--- src/rtl/gin_pkg.sv ---
// gin_pkg: shared widths, FSM state type and packet payload for the GIN bus driver.
// Tag/ID width comes from XID_BITS and payload width from GIN_DATA_BITS when defined.
`ifndef XID_BITS
`define XID_BITS 8
`endif
`ifndef GIN_DATA_BITS
`define GIN_DATA_BITS 32
`endif

package gin_pkg;

   localparam int unsigned ID_SIZE    = `XID_BITS;
   localparam int unsigned DATA_WIDTH = `GIN_DATA_BITS;

   typedef enum logic [1:0] {
      IDLE  = 2'd0,
      DRAIN = 2'd1,
      CFG   = 2'd2,
      RUN   = 2'd3
   } gin_state_e;

   typedef struct packed {
      logic [ID_SIZE-1:0]    tag;
      logic [DATA_WIDTH-1:0] data;
   } gin_pkt_t;

endpackage

--- src/rtl/gin_skid_fifo.sv ---
// gin_skid_fifo: 2-entry packet FIFO with count-based empty and a registered in_ready.
// Ports:
//   clk, rst   - clock, async active-high reset (discards contents)
//   accept_en  - allow in_ready to assert in the next cycle
//   in_valid, in_pkt, in_ready - upstream packet handshake
//   pop        - drop the head entry this cycle (ignored when empty)
//   head       - head entry, all-zero when empty
//   empty      - FIFO holds no entries
module gin_skid_fifo
   import gin_pkg::*;
(
   input  logic     clk,
   input  logic     rst,
   input  logic     accept_en,
   input  logic     in_valid,
   input  gin_pkt_t in_pkt,
   output logic     in_ready,
   input  logic     pop,
   output gin_pkt_t head,
   output logic     empty
);

   localparam int unsigned CNT_W = 2;

   gin_pkt_t         mem [2];
   logic             wr_ptr;
   logic             rd_ptr;
   logic [CNT_W-1:0] count;
   logic [CNT_W-1:0] count_nxt;
   logic             push;
   logic             pop_ok;

   assign push   = in_valid && in_ready;
   assign empty  = (count == '0);
   assign pop_ok = pop && !empty;
   assign head   = empty ? '0 : mem[rd_ptr];

   // occupancy after this cycle's push/pop
   always_comb begin
      count_nxt = count;
      case ({push, pop_ok})
         2'b10:   count_nxt = count + CNT_W'(1);
         2'b01:   count_nxt = count - CNT_W'(1);
         default: count_nxt = count;
      endcase
   end

   // storage, pointers, and in_ready looking at next-cycle occupancy
   always_ff @(posedge clk or posedge rst) begin
      if (rst) begin
         mem[0]   <= '0;
         mem[1]   <= '0;
         wr_ptr   <= 1'b0;
         rd_ptr   <= 1'b0;
         count    <= '0;
         in_ready <= 1'b0;
      end else begin
         if (push) begin
            mem[wr_ptr] <= in_pkt;
            wr_ptr      <= ~wr_ptr;
         end
         if (pop_ok) begin
            rd_ptr <= ~rd_ptr;
         end
         count    <= count_nxt;
         in_ready <= accept_en && (count_nxt != CNT_W'(2));
      end
   end

endmodule

--- src/rtl/gin_bus_driver.sv ---
// gin_bus_driver: programs the IDs of a row of GIN multicast controllers, keeps shadow
// copies, buffers tagged packets and issues each one once to every matching controller.
// Ports:
//   clk, rst                      - clock, async active-high reset
//   cfg_start                     - begin (re)programming all MC IDs
//   cfg_id_valid/cfg_id/cfg_id_ready - ID stream, index order 0..NUM_MC-1
//   cfg_done                      - level, high while a complete ID set is active
//   set_id, id_out                - per-MC write strobe and broadcast ID (same cycle as handshake)
//   in_valid/in_ready/in_tag/in_data - packet stream from the GLB side
//   bus_valid/bus_tag/bus_data    - shared MC bus, head of the FIFO
//   mc_ready                      - ready from each MC
//   drop_pulse, drop_cnt          - unmatched-packet pulse and saturating count
module gin_bus_driver
   import gin_pkg::*;
#(
   parameter int unsigned NUM_MC     = 8,
   parameter int unsigned DROP_CNT_W = 16
) (
   input  logic                  clk,
   input  logic                  rst,
   input  logic                  cfg_start,
   input  logic                  cfg_id_valid,
   input  logic [ID_SIZE-1:0]    cfg_id,
   output logic                  cfg_id_ready,
   output logic                  cfg_done,
   output logic [NUM_MC-1:0]     set_id,
   output logic [ID_SIZE-1:0]    id_out,
   input  logic                  in_valid,
   output logic                  in_ready,
   input  logic [ID_SIZE-1:0]    in_tag,
   input  logic [DATA_WIDTH-1:0] in_data,
   output logic                  bus_valid,
   output logic [ID_SIZE-1:0]    bus_tag,
   output logic [DATA_WIDTH-1:0] bus_data,
   input  logic [NUM_MC-1:0]     mc_ready,
   output logic                  drop_pulse,
   output logic [DROP_CNT_W-1:0] drop_cnt
);

   localparam int unsigned IDX_W = (NUM_MC > 1) ? $clog2(NUM_MC) : 1;

   gin_state_e         state;
   gin_state_e         state_nxt;
   logic [IDX_W-1:0]   cfg_idx;
   logic [ID_SIZE-1:0] shadow [NUM_MC];
   logic               cfg_hs;
   logic               cfg_last;
   logic               push;
   logic               pop;
   logic               accept_en;
   logic               fifo_empty;
   logic [NUM_MC-1:0]  match;
   logic               all_rdy;
   gin_pkt_t           in_pkt;
   gin_pkt_t           head;

   assign cfg_hs   = cfg_id_valid && cfg_id_ready;
   assign cfg_last = cfg_hs && (cfg_idx == IDX_W'(NUM_MC - 1));
   assign push     = in_valid && in_ready;

   assign in_pkt.tag  = in_tag;
   assign in_pkt.data = in_data;
   assign bus_tag     = head.tag;
   assign bus_data    = head.data;

   gin_skid_fifo u_fifo (
      .clk       (clk),
      .rst       (rst),
      .accept_en (accept_en),
      .in_valid  (in_valid),
      .in_pkt    (in_pkt),
      .in_ready  (in_ready),
      .pop       (pop),
      .head      (head),
      .empty     (fifo_empty)
   );

   // state register
   always_ff @(posedge clk or posedge rst) begin
      if (rst) state <= IDLE;
      else     state <= state_nxt;
   end

   // next state plus the same-cycle outputs: the ID strobe and the issue/drop decision.
   // bus_valid waits for every matched MC so a co-addressed stall never causes duplicates.
   always_comb begin
      state_nxt  = state;
      set_id     = '0;
      id_out     = '0;
      match      = '0;
      all_rdy    = 1'b0;
      bus_valid  = 1'b0;
      drop_pulse = 1'b0;
      pop        = 1'b0;
      accept_en  = 1'b0;

      case (state)
         IDLE:    if (cfg_start) state_nxt = CFG;
         RUN:     if (cfg_start) state_nxt = (!fifo_empty || push) ? DRAIN : CFG;
         DRAIN:   if (fifo_empty) state_nxt = CFG;
         CFG:     if (cfg_last) state_nxt = RUN;
         default: state_nxt = IDLE;
      endcase

      if (cfg_hs) begin
         set_id = NUM_MC'(1) << cfg_idx;
         id_out = cfg_id;
      end

      for (int unsigned k = 0; k < NUM_MC; k++) begin
         match[k] = (shadow[k] == head.tag);
      end
      all_rdy    = &(mc_ready | ~match);
      bus_valid  = !fifo_empty && (|match) && all_rdy;
      drop_pulse = !fifo_empty && (match == '0);
      pop        = bus_valid || drop_pulse;

      // in_ready must be low in the first RUN cycle and on the cycle leaving RUN
      accept_en  = (state == RUN) && (state_nxt == RUN);
   end

   // config index, shadow IDs, cfg_id_ready and cfg_done
   always_ff @(posedge clk or posedge rst) begin
      if (rst) begin
         cfg_idx      <= '0;
         cfg_id_ready <= 1'b0;
         cfg_done     <= 1'b0;
         for (int unsigned k = 0; k < NUM_MC; k++) begin
            shadow[k] <= '0;
         end
      end else begin
         if (state != CFG)  cfg_idx <= '0;
         else if (cfg_hs)   cfg_idx <= cfg_idx + IDX_W'(1);

         if (cfg_hs) shadow[cfg_idx] <= cfg_id;

         cfg_id_ready <= (state_nxt == CFG);

         if ((state_nxt == CFG) && (state != CFG))      cfg_done <= 1'b0;
         else if ((state_nxt == RUN) && (state == CFG)) cfg_done <= 1'b1;
      end
   end

   // saturating dropped-packet counter
   always_ff @(posedge clk or posedge rst) begin
      if (rst) begin
         drop_cnt <= '0;
      end else if (drop_pulse && (drop_cnt != '1)) begin
         drop_cnt <= drop_cnt + DROP_CNT_W'(1);
      end
   end

endmodule

--- config.mk ---
export PLATFORM = sky130hd
export DESIGN_NAME = gin_bus_driver
export DESIGN_NICKNAME = d
export VERILOG_FILES = /design/src/rtl/gin_pkg.sv /design/src/rtl/gin_skid_fifo.sv /design/src/rtl/gin_bus_driver.sv
export SDC_FILE = /design/constraint.sdc
export NUM_CORES = 1
export LEC_CHECK = 0
export ABC_AREA = 1
export BUFFER_PORTS_ARGS = -buffer_cell sky130_fd_sc_hd__clkbuf_2
export CORE_AREA = 5 5 121 152
export DETAILED_ROUTE_END_ITERATION = 6
export DIE_AREA = 0 0 126 157
export GPL_TIMING_DRIVEN = 0
export PLACE_DENSITY = 0.75
export RECOVER_POWER = 100
export SYNTH_ARGS = -nofsm -noshare
export SYNTH_HDL_FRONTEND = slang
export SYNTH_SLANG_ARGS = --single-unit
--- constraint.sdc ---
create_clock -name clk -period 5.6 [get_ports clk]
set_input_delay 0 -clock clk [delete_from_list [all_inputs] [get_ports clk]]
set_output_delay 0 -clock clk [all_outputs]
set_load 0.02 [all_outputs]
After elaboration in Yosys (flattened, before gate mapping)
Index checks and enable logic that the tools add are counted.
Storage, ports and cells
  flip-flop bits (word level): 172
  bits of input ports: 61
  output and inout bits: 77
  word-level logic and storage cells: 104
Cells by class
  add/subtract/negate cells: 4
  $lt $le $gt $ge: 5
  equal/unequal tests: 19
  shifts and indexed selects: 1
  mux-type cells: 23
  bitwise gates (word level): 7
  reduce and logical (&&, ||, !) cells: 24
Operators with widths (count)
  $mux W40: 5
  $bwmux W80: 1
  $bwmux W64: 1
  $eq A8 B8 Y1: 8
  $demux W40 S1: 1
  $demux W8 S3: 1
  $mux W8: 3
  $add A16 B1 Y16 const B: 1
  $ne A16 B16 Y1 const B: 1
  $logic_and A1 B1 Y1: 14
  $eq A2 B2 Y1 const B: 5
  $mux W2: 5
  $logic_not A8 Y1: 1
  $not A8 Y8: 1
  $or A8 B8 Y8: 1
  $pmux W2 S4: 1
  $reduce_and A8 Y1: 1
  $reduce_or A8 Y1: 1
  $shl A1 B3 Y8 const A: 1
  $mux W3: 2
  $eq A2 B1 Y1 const B: 2
  $ge A2 B2 Y1 const B: 2
  $ge A4 B4 Y1 const B: 1
  $logic_not A2 Y1: 2
  other kinds (15): 21

Logic depth before layout (Yosys ltp)
Gate-level depths: netlist (run 1).
  depth after elaboration: 16
  depth in mapped cells: 22
  depth with buffers taken out: 21

Hierarchy
From an unflattened synthesis (run 1), not the netlist that was laid out.
Unflattened totals
  cells, all modules: 1266
  area, all modules: 9457.8 µm²
By module, submodules not included
  gin_bus_driver: times used 1, cells each 805, area each 5520.3 µm², sequential area each 2177.1 µm²
  gin_skid_fifo: times used 1, cells each 461, area each 3937.5 µm², sequential area each 2127.0 µm²

Worst setup path after synthesis (run 1)
No wires, ideal clock.
  path type: reg2reg
  start point: register u_fifo.count[0]
  end point: register u_fifo.in_ready
  setup time: 128 ps
  arrival: 2429 ps
  data required time: 5472 ps
  path slack: 3044 ps
  stages on the path, launching flop included: 21
  path buffers: 1
  period minus slack after synthesis: 2556 ps
  cell sequence: dfrtp_1 > nor2_4 > inv_2 > buf_12 > nand2_2 > inv_2 > nand2_1 > nand3_1 > nor2_1 > nand2_1 > nand2_1 > nor2_1 > nand2_1 > inv_2 > nand2_1 > nand2_1 > ha_1 > a21oi_1 > o21ai_0 > xnor2_1 > a21oi_1
Between the ends
  cells in the longest elaborated chain, start to end: 13
  elaborated cells on any way between the ends: 35
  classes of those cells: add/sub (2); eq/ne (12); mux (6); bitwise (2); reduce/logical (13)
RTL lines
  start: declaration: RTL line gin_skid_fifo.sv:28  | logic [CNT_W-1:0] count;
  start signal: assignment: RTL line gin_skid_fifo.sv:65  | count <= count_nxt;
  $logic_not A2 Y1 (*): RTL line gin_skid_fifo.sv:34  | assign empty = (count == '0);
  $mux W40 (*): RTL line gin_skid_fifo.sv:36  | assign head = empty ? '0 : mem[rd_ptr];
  via bus_tag[2]: RTL line gin_bus_driver.sv:33  | output logic [ID_SIZE-1:0] bus_tag,
  $eq A8 B8 Y1: RTL line gin_bus_driver.sv:111  | match[k] = (shadow[k] == head.tag);
  $not A8 Y8: RTL line gin_bus_driver.sv:113  | all_rdy = &(mc_ready | ~match);
  $or A8 B8 Y8: RTL line gin_bus_driver.sv:113
  $reduce_and A8 Y1: RTL line gin_bus_driver.sv:113
  $logic_and A1 B1 Y1: RTL line gin_bus_driver.sv:114  | bus_valid = !fifo_empty && (|match) && all_rdy;
  $logic_or A1 B1 Y1 (*): RTL line gin_bus_driver.sv:116  | pop = bus_valid || drop_pulse;
  $logic_and A1 B1 Y1 (*): RTL line gin_skid_fifo.sv:35  | assign pop_ok = pop && !empty;
  via u_fifo.pop_ok: RTL line gin_skid_fifo.sv:31  | logic pop_ok;
  $eq A2 B1 Y1 / $eq A2 B2 Y1 (equally long branches): RTL line gin_skid_fifo.sv:41  | case ({push, pop_ok})
  $pmux W2 S2 (*): RTL line gin_skid_fifo.sv:41
  via u_fifo.count_nxt[1]: RTL line gin_skid_fifo.sv:29  | logic [CNT_W-1:0] count_nxt;
  $ne A2 B2 Y1 (*): RTL line gin_skid_fifo.sv:66  | in_ready <= accept_en && (count_nxt != CNT_W'(2));
  $logic_and A1 B1 Y1 (*): RTL line gin_skid_fifo.sv:66
  end signal: assignment: RTL line gin_skid_fifo.sv:66
  end: declaration: RTL line gin_skid_fifo.sv:17  | output logic in_ready,
The timed path passes the listed nets; every way through them passes the cells marked *.
A chain may end at the register's enable or synchronous reset.

Final worst setup path (run 1)
  start point: register u_fifo.count[0]
  end point: register u_fifo.in_ready
Between the ends
  cells in the longest elaborated chain, start to end: 13
  elaborated cells on any way between the ends: 35
  classes of those cells: add/sub (2); eq/ne (12); mux (6); bitwise (2); reduce/logical (13)
RTL lines (RTL line)
  $logic_not A2 Y1 (*): gin_skid_fifo.sv:34
  $mux W40: gin_skid_fifo.sv:36
  $eq A8 B8 Y1: gin_bus_driver.sv:111
  $not A8 Y8: gin_bus_driver.sv:113
  $or A8 B8 Y8: gin_bus_driver.sv:113
  $reduce_and A8 Y1: gin_bus_driver.sv:113
  $logic_and A1 B1 Y1: gin_bus_driver.sv:114
  $logic_or A1 B1 Y1: gin_bus_driver.sv:116
  $logic_and A1 B1 Y1 (*): gin_skid_fifo.sv:35
  via u_fifo.pop_ok: gin_skid_fifo.sv:31
  $eq A2 B1 Y1 / $eq A2 B2 Y1 (equally long branches): gin_skid_fifo.sv:41
  $pmux W2 S2 (*): gin_skid_fifo.sv:41
  via u_fifo.count_nxt[1]: gin_skid_fifo.sv:29
  $ne A2 B2 Y1 (*): gin_skid_fifo.sv:66
  $logic_and A1 B1 Y1 (*): gin_skid_fifo.sv:66
Marks and branches as above.

==> qor.csv, run 1 <==
stage,metric,value,unit
synth,Post-synth ARST share,100,%
placement,port bufs,137,
grt,GR Util met3,4.62,%
floorplanning,Core ar.,16700,sq um
cells_and_area,synth-to-layout area growth,20.2,%
grt,final global-route overflow total,0,
grt,GR Layer Usage met2,43.7,%
worst_setup_path,Worst Path Required,5.91,ns
pwr,clock group share of total power,27.9,%
timing,final setup vio count,0,
hold_path,hold path depth,3,
hold_path,Hold Crit Class,primary input to flop,
cts,clock-pin slew on the worst setup and hold paths,0.07,ns
cells_and_area,diode count,0,
drt,drt pass-1 iters,5,
worst_setup_path,CP max FO,10,
drt,post-route ant nets,0,
grt,GR met1 Demand/Resource,31.6,%
pwr,total internal power,0.00251,W
grt,vias in the first global route,8219,
outcome,status,"complete, but fails checks",
cells_and_area,share of layout cells above drive strength 1,8.94,%
pwr,Sw Pwr,0.00164,W
cts,largest buffer count on any clock path,2,
cells_and_area,# fillers,1507,
grt,GRT Total Usage,25.3,%
floorplanning,initial core utilization,54.0,%
cts,H-tree Lvls,4,
drt,Iter 0 DRT Violations,706,
floorplanning,Die Height,157,microns
worst_setup_path,critical path class,flop to flop,
timing,worst hold slack,0.00737,ns
floorplanning,I/O pin cnt,138,
synth,Post-Syn Area,9020,sq um
timing,final hold violation count,0,
floorplanning,row count,53,
timing,clock skew after layout,0.0100,ns
placement,Post-Place Setup Slack,2.36,ns
cts,Num CTS Buffers,17,
cts,CTS tree,yes,
cts,post_cts resized,0,
timing,setup ws final,1.71,ns
cts,post-CTS setup buffer count,0,
worst_setup_path,kind of end point of the critical path,flop,
floorplanning,die area,19800,sq um
pwr,Comb power frac,35.0,%
job,maxcap violations,1,
synth,"EDFF count, synth",0,
drt,WL final,24400,microns
timing,unrepaired setup endpoints after global routing,false,
synth,"Top FF cell, synth",dfrtp_1,
drt,via-per-instance ratio,5.16,
cts,clk_lat worst skew,0.44,ns
placement,Final HPWL DP,16700,microns
worst_setup_path,path depth of the worst reg2reg path,18,
pwr,peak supply drop,0.234,mV
synth,post-synthesis cell type count,29,
drt,wire length per cell,14.7,microns
timing,final period utilization,69.4,%
pwr,PwrDens,384,nW/um^2
placement,Placer Congestion,0.903,
worst_setup_path,startpoint types,flop,
synth,Synth Register Bits,172,
drt,residual DRC count,0,
timing,Slew HR,-169,%
outcome,failing checks,"capacitance limit, slew limit",
synth,"Seq/Total Area, Yosys",47.7,%
timing,Final Critical Period,3.89,ns
pwr,Lkg Pwr,5.35,nW
worst_setup_path,worst path arrival time,4.19,ns
timing,Final Max Slew Viols,90,
cts,CTS Hold Bufs,48,
cells_and_area,nets@finish,1487,
pwr,Pwr Total,0.00416,W
timing,worst slew pin tran,4.02,ns
timing,TNS Setup,0,ns
pwr,Seq pwr share,37.1,%
synth,Post-Synthesis Cells,1213,
timing,Max Clock Freq,257,MHz
cts,clk sinks,172,
grt,first-pass GRT wire length,40600,microns
drt,Via Count,8518,
synth,Post-Syn Nets,1282,
synth,synth warn,0,
grt,initial antenna violation count,0,
grt,grt peak-use layer,met2,
grt,largest net degree at the start of global routing,91,
floorplanning,Die Wd,126,microns
pwr,sw frac,39.6,%
synth,Avg Inst Size Synth,7.43,sq um
cts,Clk Tree Root Cell,clkbuf_16,
## worst max-delay path: stages, from the launching register on
cell	delay [ns]
dfrtp_1	0.41
nor2_1	0.53
inv_1	0.15
clkbuf_1	0.31
clkbuf_1	0.35
nand3b_1	0.18
nand3_1	0.13
nor2_1	0.15
nand2_1	0.11
nand2_1	0.08
nor2_1	0.05
nand2_1	0.14
nand3_1	0.24
nand2_1	0.15
ha_1	0.26
a21oi_1	0.11
o21ai_0	0.11
xnor2_1	0.20
a21oi_1	0.11
## flip-flops by register name (all words and copies together) (netlist names)
name             cells
cfg_done             1
cfg_id_ready         1
cfg_idx              3
drop_cnt            16
shadow              64
state                2
u_fifo.count         2
u_fifo.in_ready      1
u_fifo.mem          80
u_fifo.rd_ptr        1
u_fifo.wr_ptr        1
## layer usage
| layer | vias to the layer above | wire length [microns] |
|---|---|---|
| li1 | 4208 | - |
| met1 | 3973 | 10100 |
| met2 | 279 | 12200 |
| met3 | 58 | 1330 |
| met4 | 0 | 780 |
| met5 | - | 0 |
## through the flow
stage | cells | utilization (%) | instance area, sq um
floorplan | 1213 | - | 9020
global placement | 1570 | 59.7 | 9980
detailed placement | 1571 | 59.9 | 10000
CTS | 1651 | 66.2 | 11100
global route | 1651 | 64.8 | 10800
finish | 1651 | 64.8 | 10800
## logic make-up after synthesis
kind of cell,synth area share (%)
AO/OA/AOI/OAI,11.7
AND/OR/NAND/NOR,28.2
adder cells (fa/ha/maj),1.11
flip-flops,47.7
XOR/XNOR,1.65
buffers and inverters,9.64
## area by class of cell
| cell class | count | area, sq um | share of cell area [%] |
|---|---|---|---|
| flip-flops and latches | 172 | 4300 | 39.7 |
| clock buffers | 19 | 443 | 4.09 |
| multi-input cells | 830 | 3750 | 34.6 |
| inverters | 164 | 617 | 5.69 |
| clock inverters | 13 | 131 | 1.21 |
| repair buffers | 186 | 1110 | 10.2 |
| well taps | 220 | 275 | 2.54 |
| plain buffers | 47 | 206 | 1.91 |
## power groups by stage
stage                     clock (W)  sequential [W]  combinational [W]
after floorplan                   0         0.00154            0.00104
after global placement            0         0.00155            0.00143
after detailed placement          0         0.00156            0.00146
after CTS                   0.00118         0.00154            0.00150
after global routing        0.00122         0.00157            0.00165
final                       0.00116         0.00154            0.00146
## synth_stat cells (2+ instances only)
| library cell | count | area share, % |
|---|---|---|
| a21oi_1 | 36 | 2.0 |
| xnor2_1 | 10 | 0.97 |
| o21ai_2 | 15 | 1.5 |
| clkbuf_1 | 35 | 1.5 |
| inv_1 | 154 | 6.4 |
| o21ai_0 | 146 | 8.1 |
| nand3_1 | 66 | 3.7 |
| buf_4 | 2 | 0.17 |
| nor3_1 | 13 | 0.72 |
| xor2_1 | 7 | 0.68 |
| dfrtp_1 | 172 | 48 |
| nor2_1 | 44 | 1.8 |
| nand4_1 | 7 | 0.49 |
| buf_6 | 7 | 0.87 |
| nand2_4 | 8 | 1.0 |
| ha_1 | 8 | 1.1 |
| nand2_1 | 446 | 19 |
| inv_2 | 10 | 0.42 |
| or2_2 | 2 | 0.14 |
| nand3b_1 | 13 | 1.1 |
| nand2_2 | 4 | 0.28 |
## path summary, 6_finish.rpt
path / startpoint / end / slack, ns
setup / recovery: u_fifo.count[0] / u_fifo.in_ready / 1.71
hold / removal: cfg_id[6] / shadow[14] / 0.007
setup reg to reg: u_fifo.count[0] / u_fifo.in_ready / 1.71
hold reg to reg: u_fifo.mem[73] / u_fifo.mem[73] / 0.48
max in group asynchronous: rst / drop_cnt[14] / 2.49
min in group asynchronous: rst / u_fifo.mem[44] / 1.30
## layout by cell type (no fill, tap or decap), types with 3 or more instances in the layout
| cell type | count |
|---|---|
| clkbuf_1 | 111 |
| nand2_4 | 4 |
| nor2_1 | 45 |
| o21ai_2 | 5 |
| inv_2 | 8 |
| nor3_1 | 13 |
| nand3_1 | 67 |
| xnor2_1 | 10 |
| o21ai_0 | 156 |
| nand4_1 | 7 |
| dlygate4sd3_1 | 48 |
| ha_1 | 8 |
| nand3b_1 | 13 |
| clkbuf_16 | 17 |
| clkinv_4 | 4 |
| a21oi_1 | 36 |
| inv_1 | 155 |
| inv_6 | 4 |
| nand2_1 | 452 |
| dfrtp_1 | 172 |
| buf_6 | 3 |
| xor2_1 | 7 |
| clkbuf_2 | 69 |
(Power assumes the default switching activity.)
==> run 2, diff against run 1 <==
ABC_AREA = 0   (was 1)
CORE_AREA = 5 5 122 152   (was 5 5 121 152)
DIE_AREA = 0 0 127 157   (was 0 0 126 157)
clock period = 3.3 ns   (was 5.6 ns; I/O delays follow)
==> run 2 against run 1 <==
Against the previous run: the flow finishes with violations (capacitance limit, slew limit, setup timing); first-iteration DRC count shrank 27%; global-route usage is 3.1 points lower; sequential share of layout area shrank 0.81 points; clock power is 66% higher; cell area grew 2.1%; count of clock-buffer cells in the layout is 2 lower; critical path depth decreased by 2; register-to-register slack lost 1.8 ns; largest cell class unchanged.
==> qor.csv, run 2 <==
stage,metric,value,unit
outcome,status,"complete, but fails checks",
outcome,failing checks,"capacitance limit, slew limit, setup timing",
synth,Synth area leader,dfrtp_1,
synth,synth cell count leaders,"dfrtp_1 (172), mux2_2 (144), o21ai_0 (66)",
floorplanning,Core ar.,16800,sq um
grt,GRT Total Usage,22.2,%
drt,Iter 0 DRT Violations,516,
pwr,PwrDens,1060,nW/um^2
pwr,Comb power frac,53.2,%
placement,Post-Place Setup Slack,-0.600,ns
timing,clock skew after layout,0.00805,ns
cells_and_area,"commonest non-fill, non-tap cell in the layout",dfrtp_1,
cts,clock-pin slew on the worst setup and hold paths,0.07,ns
placement,Placer Congestion,0.832,
timing,final setup vio count,2,
timing,final hold violation count,0,
pwr,Pwr Total,0.0117,W
synth,"EDFF count, synth",0,
floorplanning,initial core utilization,51.2,%
pwr,Lkg Pwr,5.26,nW
grt,vias in the first global route,7003,
hold_path,min-delay src,in_valid,
grt,largest net degree at the start of global routing,40,
placement,port bufs,137,
synth,"Top FF cell, synth",dfrtp_1,
synth,Post-Synthesis Cells,759,
floorplanning,Die Height,157,microns
cells_and_area,Biggest register,u_fifo.mem,
pwr,total internal power,0.00686,W
drt,Via Count,6818,
worst_setup_path,kind of end point of the critical path,flop,
drt,post-route ant nets,0,
synth,synth warn,0,
timing,Final Critical Period,3.38,ns
placement,Final HPWL DP,15000,microns
cells_and_area,# fillers,1318,
worst_setup_path,Reg-to-Reg Start,u_fifo.rd_ptr,
synth,post-synthesis cell type count,44,
cells_and_area,Multi-input gate area,4240,sq um
cts,Clk Tree Root Cell,clkbuf_16,
grt,first-pass GRT wire length,35500,microns
cells_and_area,Top Registers,"u_fifo.mem x80, shadow x64, drop_cnt x16",
grt,final global-route overflow total,0,
timing,Max Clock Freq,295,MHz
job,maxcap violations,2,
floorplanning,die area,19900,sq um
worst_setup_path,Critical path origin,u_fifo.rd_ptr,
worst_setup_path,Worst Path Required,3.59,ns
drt,via-per-instance ratio,5.61,
cells_and_area,diode count,0,
worst_setup_path,worst path arrival time,3.68,ns
cells_and_area,Storage cell area,4310,sq um
synth,"Seq/Total Area, Yosys",49.9,%
drt,residual DRC count,0,
timing,unrepaired setup endpoints after global routing,true,
synth,Post-synth ARST share,100,%
floorplanning,Die Wd,127,microns
pwr,sw frac,41.5,%
synth,Post-Syn Area,8620,sq um
cells_and_area,most frequent cells in the layout,"dfrtp_1 (171), mux2_2 (144), clkbuf_2 (117)",
drt,drt pass-1 iters,5,
worst_setup_path,CP max FO,7,
hold_path,Hold Crit Class,primary input to flop,
pwr,clock group share of total power,16.5,%
floorplanning,I/O pin cnt,138,
cells_and_area,nets@finish,1052,
cells_and_area,non-filler instance count after layout,1216,
pwr,Seq pwr share,30.4,%
timing,worst hold slack,0.0216,ns
synth,Avg Inst Size Synth,11.4,sq um
synth,Synth Register Bits,172,
pwr,Sw Pwr,0.00486,W
synth,largest cells by area after synthesis,"dfrtp_1 (50%), mux2_2 (19%), or3_1 (4.6%), mux2i_1 (4.3%), o21ai_0 (3.8%)",
timing,final period utilization,103,%
cts,CTS tree,yes,
timing,setup ws final,-0.0849,ns
timing,Slew HR,-12.4,%
drt,wire length per cell,18.0,microns
cells_and_area,synth-to-layout area growth,28.4,%
timing,worst slew pin tran,1.69,ns
synth,Post-Syn Nets,828,
cts,clk sinks,172,
worst_setup_path,startpoint types,flop,
drt,WL final,21800,microns
cts,largest buffer count on any clock path,2,
cells_and_area,max reg flops,80,
synth,most numerous cell in the Yosys netlist,dfrtp_1,
cts,H-tree Lvls,4,
timing,Final Max Slew Viols,71,
grt,initial antenna violation count,0,
pwr,peak supply drop,0.570,mV
cts,Num CTS Buffers,17,
cells_and_area,share of layout cells above drive strength 1,36.3,%
floorplanning,row count,53,
cts,clk_lat worst skew,0.42,ns
synth,area share of the largest cell type after synthesis,49.9,%
worst_setup_path,critical path class,flop to flop,
placement,placed cells,1120,
## run 2: cell count changes in the layout (fill, tap and decap cells not counted), moves of 18 or more
cell / before / now
mux2i_1: 0 / 32
nand4_1: 7 / 32
and3_1: 0 / 21
o21ai_0: 156 / 66
inv_1: 155 / 11
clkbuf_2: 69 / 117
buf_4: 2 / 20
nand2_1: 452 / 20
a21oi_1: 36 / 2
mux2_2: 0 / 144
nand3_1: 67 / 12
clkbuf_1: 111 / 47
or3_1: 0 / 63
## run 2: worst max-delay path: stages, from the launching register on
cell	delay, ns
dfrtp_1	0.38
buf_6	0.16
buf_12	0.15
mux2i_4	0.20
buf_12	0.14
or3_1	0.30
nand4_1	0.10
or4_1	0.20
o2bb2ai_1	0.08
a211o_1	0.23
or4b_4	0.54
inv_2	0.09
ha_4	0.13
xnor2_2	0.07
nor2_1	0.13
xor2_1	0.24
a211oi_2	0.11
## run 2: cell families (layout without fill, tap and decap cells)
family | after synthesis | in the layout | share of synthesized area [%]
flops | 172 | 172 | 49.9
simple gates | 236 | 236 | 15.4
compound gates | 77 | 77 | 4.79
mux | 185 | 185 | 23.7
fa+ha+maj | 8 | 8 | 1.16
buf+inv | 61 | 298 | 2.98
xor+xnor | 20 | 20 | 2.03
## run 2: layout make-up
cell class                 count  area share (%)
sequential                   172            38.9
multi-input combinational    526            38.3
timing repair buffer         206            12.1
clock buffer                  17            3.84
buffer                        47            2.54
tap                          220            2.49
clock inverter                15            1.29
inverter                      13           0.452
## run 2: power groups by stage
stage	logic, W	clock network, W	registers, W
CTS	0.00600	0.00195	0.00355
global placement	0.00522	0	0.00348
floorplan	0.00387	0	0.00343
detailed placement	0.00531	0	0.00353
finish	0.00623	0.00193	0.00356
global route	0.00675	0.00204	0.00367
## run 2: through the flow
step,area (sq um),utilization (%),TNS [ns]
2_1_floorplan,8620,-,0
3_3_place_gp,9580,56.9,-1.79
3_5_place_dp,9660,57.4,-1.51
4_1_cts,11000,65.5,-0.0804
5_1_grt,11100,65.7,-6.49
6_report,11100,65.7,-0.132
## run 2: worst paths after layout
path	slack (ns)	end	cells after the start
max in group asynchronous	0.35	u_fifo.mem[29]	6
max	-0.08	u_fifo.in_ready	16
min reg2reg	0.49	drop_cnt[9]	1
min in group asynchronous	0.49	u_fifo.mem[41]	3
max reg2reg	-0.08	u_fifo.in_ready	16
min	0.02	u_fifo.wr_ptr	4
## run 2: timing repair
item	in CTS	in global routing
setup buffers	16	3
endpoints found under the setup margin	15	4
endpoints found under the hold margin	139	0
pin swaps	5	4
hold buffers	46	0
resized for setup	48	17
## run 2: routing by layer
layer | track usage, % | wire length, microns | vias to the layer above
met5 | 0 | 0 | -
met3 | 4.41 | 1200 | 41
met2 | 38.8 | 11200 | 201
met4 | 8.07 | 461 | 0
li1 | - | - | 3200
met1 | 27.4 | 8960 | 3376
==> run 3, diff against run 2 <==
CORE_AREA = 5 5 118 148   (was 5 5 122 152)
DIE_AREA = 0 0 123 153   (was 0 0 127 157)
PLACE_DENSITY = 0.76   (was 0.75)
clock period = 4 ns   (was 3.3 ns; I/O delays follow)
==> run 3 against run 2 <==
Against the previous run: the run ends with capacitance limit, slew limit left; sequential power decreased by 18%; cell area decreased by 4.7%; wire length increased by 0.62%; sequential share of layout area increased by 1.9 points; power decreased by 24%; clock skew decreased by 0.0017 ns; clock power decreased by 16%; maximum frequency decreased by 9.5%; via count increased by 0.29%; combinational power decreased by 30%; largest power group unchanged.
==> qor.csv, run 3 (same netlist as run 2, synthesis figures left out) <==
stage,metric,value,unit
worst_setup_path,kind of end point of the critical path,flop,
timing,clock skew after layout,0.00630,ns
pwr,Lkg Pwr,4.91,nW
hold_path,min-delay src,cfg_id_valid,
drt,wire length per cell,18.4,microns
placement,Final HPWL DP,15000,microns
pwr,Sw Pwr,0.00377,W
timing,Final Critical Period,3.74,ns
timing,TNS Setup,0,ns
cells_and_area,synth-to-layout area growth,22.3,%
floorplanning,die area,18800,sq um
floorplanning,Core ar.,15900,sq um
floorplanning,initial core utilization,54.1,%
outcome,failing checks,"capacitance limit, slew limit",
pwr,peak supply drop,0.452,mV
drt,Via Count,6838,
cells_and_area,Top Registers,"u_fifo.mem x80, shadow x64, drop_cnt x16",
worst_setup_path,Reg-to-Reg Start,u_fifo.rd_ptr,
drt,WL final,22000,microns
job,maxcap violations,3,
cts,clk_lat worst skew,0.43,ns
worst_setup_path,startpoint types,flop,
cts,Num CTS Buffers,17,
grt,GRT Total Usage,24.1,%
worst_setup_path,Critical path origin,u_fifo.rd_ptr,
placement,Placer Congestion,0.853,
timing,worst slew pin tran,2.23,ns
timing,final hold violation count,0,
timing,final setup vio count,0,
timing,setup ws final,0.260,ns
drt,residual DRC count,0,
cts,clk sinks,172,
grt,final global-route overflow total,0,
grt,largest net degree at the start of global routing,41,
floorplanning,row count,52,
cells_and_area,diode count,0,
cts,clock-pin slew on the worst setup and hold paths,0.07,ns
worst_setup_path,CP max FO,10,
cells_and_area,Biggest register,u_fifo.mem,
pwr,PwrDens,842,nW/um^2
worst_setup_path,Worst Path Required,4.30,ns
cells_and_area,"commonest non-fill, non-tap cell in the layout",dfrtp_1,
drt,Iter 0 DRT Violations,450,
timing,final period utilization,93.5,%
drt,via-per-instance ratio,5.72,
grt,vias in the first global route,7063,
placement,port bufs,137,
pwr,clock group share of total power,18.2,%
timing,unrepaired setup endpoints after global routing,false,
cts,H-tree Lvls,4,
timing,Max Clock Freq,267,MHz
cts,Clk Tree Root Cell,clkbuf_16,
cells_and_area,nets@finish,1035,
placement,Post-Place Setup Slack,0.192,ns
worst_setup_path,r2r setup slk,0.26,ns
pwr,total internal power,0.00510,W
timing,Slew HR,-48.8,%
grt,initial antenna violation count,0,
cells_and_area,max reg flops,80,
floorplanning,Die Height,153,microns
pwr,Seq pwr share,32.8,%
cells_and_area,non-filler instance count after layout,1195,
timing,Final Max Slew Viols,117,
drt,post-route ant nets,0,
floorplanning,I/O pin cnt,138,
hold_path,Hold Crit Class,primary input to flop,
floorplanning,Die Wd,123,microns
worst_setup_path,critical path class,flop to flop,
cells_and_area,most frequent cells in the layout,"dfrtp_1 (172), mux2_2 (143), clkbuf_1 (116)",
cts,largest buffer count on any clock path,2,
pwr,sw frac,42.5,%
pwr,Comb power frac,49.0,%
placement,placed cells,1116,
cells_and_area,# fillers,1290,
cells_and_area,share of layout cells above drive strength 1,26.5,%
drt,drt pass-1 iters,5,
grt,first-pass GRT wire length,35900,microns
outcome,status,"complete, but fails checks",
cts,CTS tree,yes,
cts,post-CTS setup buffer count,0,
worst_setup_path,worst path arrival time,4.04,ns
## run 3: cell types whose count changed in the layout (fill, tap and decap cells not counted), moves of 5 or more
cell | previous run | this run
clkbuf_1 | 47 | 116
buf_4 | 20 | 2
mux2i_4 | 8 | 0
clkbuf_2 | 117 | 62
mux2i_1 | 32 | 37
## run 3: final cells by class
class                   instances  area (sq um)  share of cell area [%]
flip-flops and latches        172          4300                    40.8
inverters                      13          50.0                   0.475
well taps                     216           270                    2.56
multi-input cells             526          4050                    38.4
plain buffers                  48           210                    1.99
clock buffers                  18           439                    4.17
clock inverters                14           136                    1.29
repair buffers                188          1080                    10.3
## run 3: repair_timing
action	CTS	global route
endpoints found under the setup margin	0	1
resized for setup	0	7
endpoints found under the hold margin	134	0
hold buffers	46	0
## run 3: power by group through the flow
stage / combinational [W] / sequential, W / clock [W]
after floorplan: 0.00319 / 0.00283 / 0
after global placement: 0.00428 / 0.00288 / 0
after detailed placement: 0.00437 / 0.00292 / 0
after CTS: 0.00443 / 0.00289 / 0.00164
after global routing: 0.00476 / 0.00300 / 0.00173
final: 0.00435 / 0.00291 / 0.00162
## run 3: critical path: stages (launching register included)
cell,delay [ns]
dfrtp_1,0.32
buf_4,0.15
mux2i_1,0.57
clkbuf_1,0.46
o21ai_0,0.16
nand4_1,0.14
nor4_2,0.08
o2bb2ai_1,0.13
a211o_1,0.22
or4b_4,0.57
inv_1,0.08
ha_1,0.25
nor2_1,0.14
xor2_1,0.22
a211oi_1,0.12
## run 3: path summary, 6_finish.rpt
kind / end / cells after the start
hold reg to reg: drop_cnt[4] / 1
setup / recovery: u_fifo.in_ready / 14
hold / removal: cfg_done / 3
setup reg to reg: u_fifo.in_ready / 14
max in group asynchronous: cfg_idx[1] / 4
min in group asynchronous: u_fifo.mem[73] / 3
## run 3: metrics by stage
stage	utilization (%)	instance area (sq um)	total power [W]	hold slack [ns]
global placement	60.1	9580	0.00715	0.214
finish	66.1	10500	0.00887	0.0376
floorplan	-	8620	0.00602	0.0668
CTS	67.1	10700	0.00897	0.00659
global route	66.1	10500	0.00948	0.00621
detailed placement	60.6	9670	0.00729	0.215
## run 3: routing by layer
layer / part of all wire (%) / global-route usage [%] / vias up
li1: - / - / 3156
met1: 41 / 30.4 / 3370
met2: 50 / 40.1 / 258
met3: 6.1 / 5.69 / 54
met4: 2.7 / 9.08 / 0
met5: 0 / 0 / -
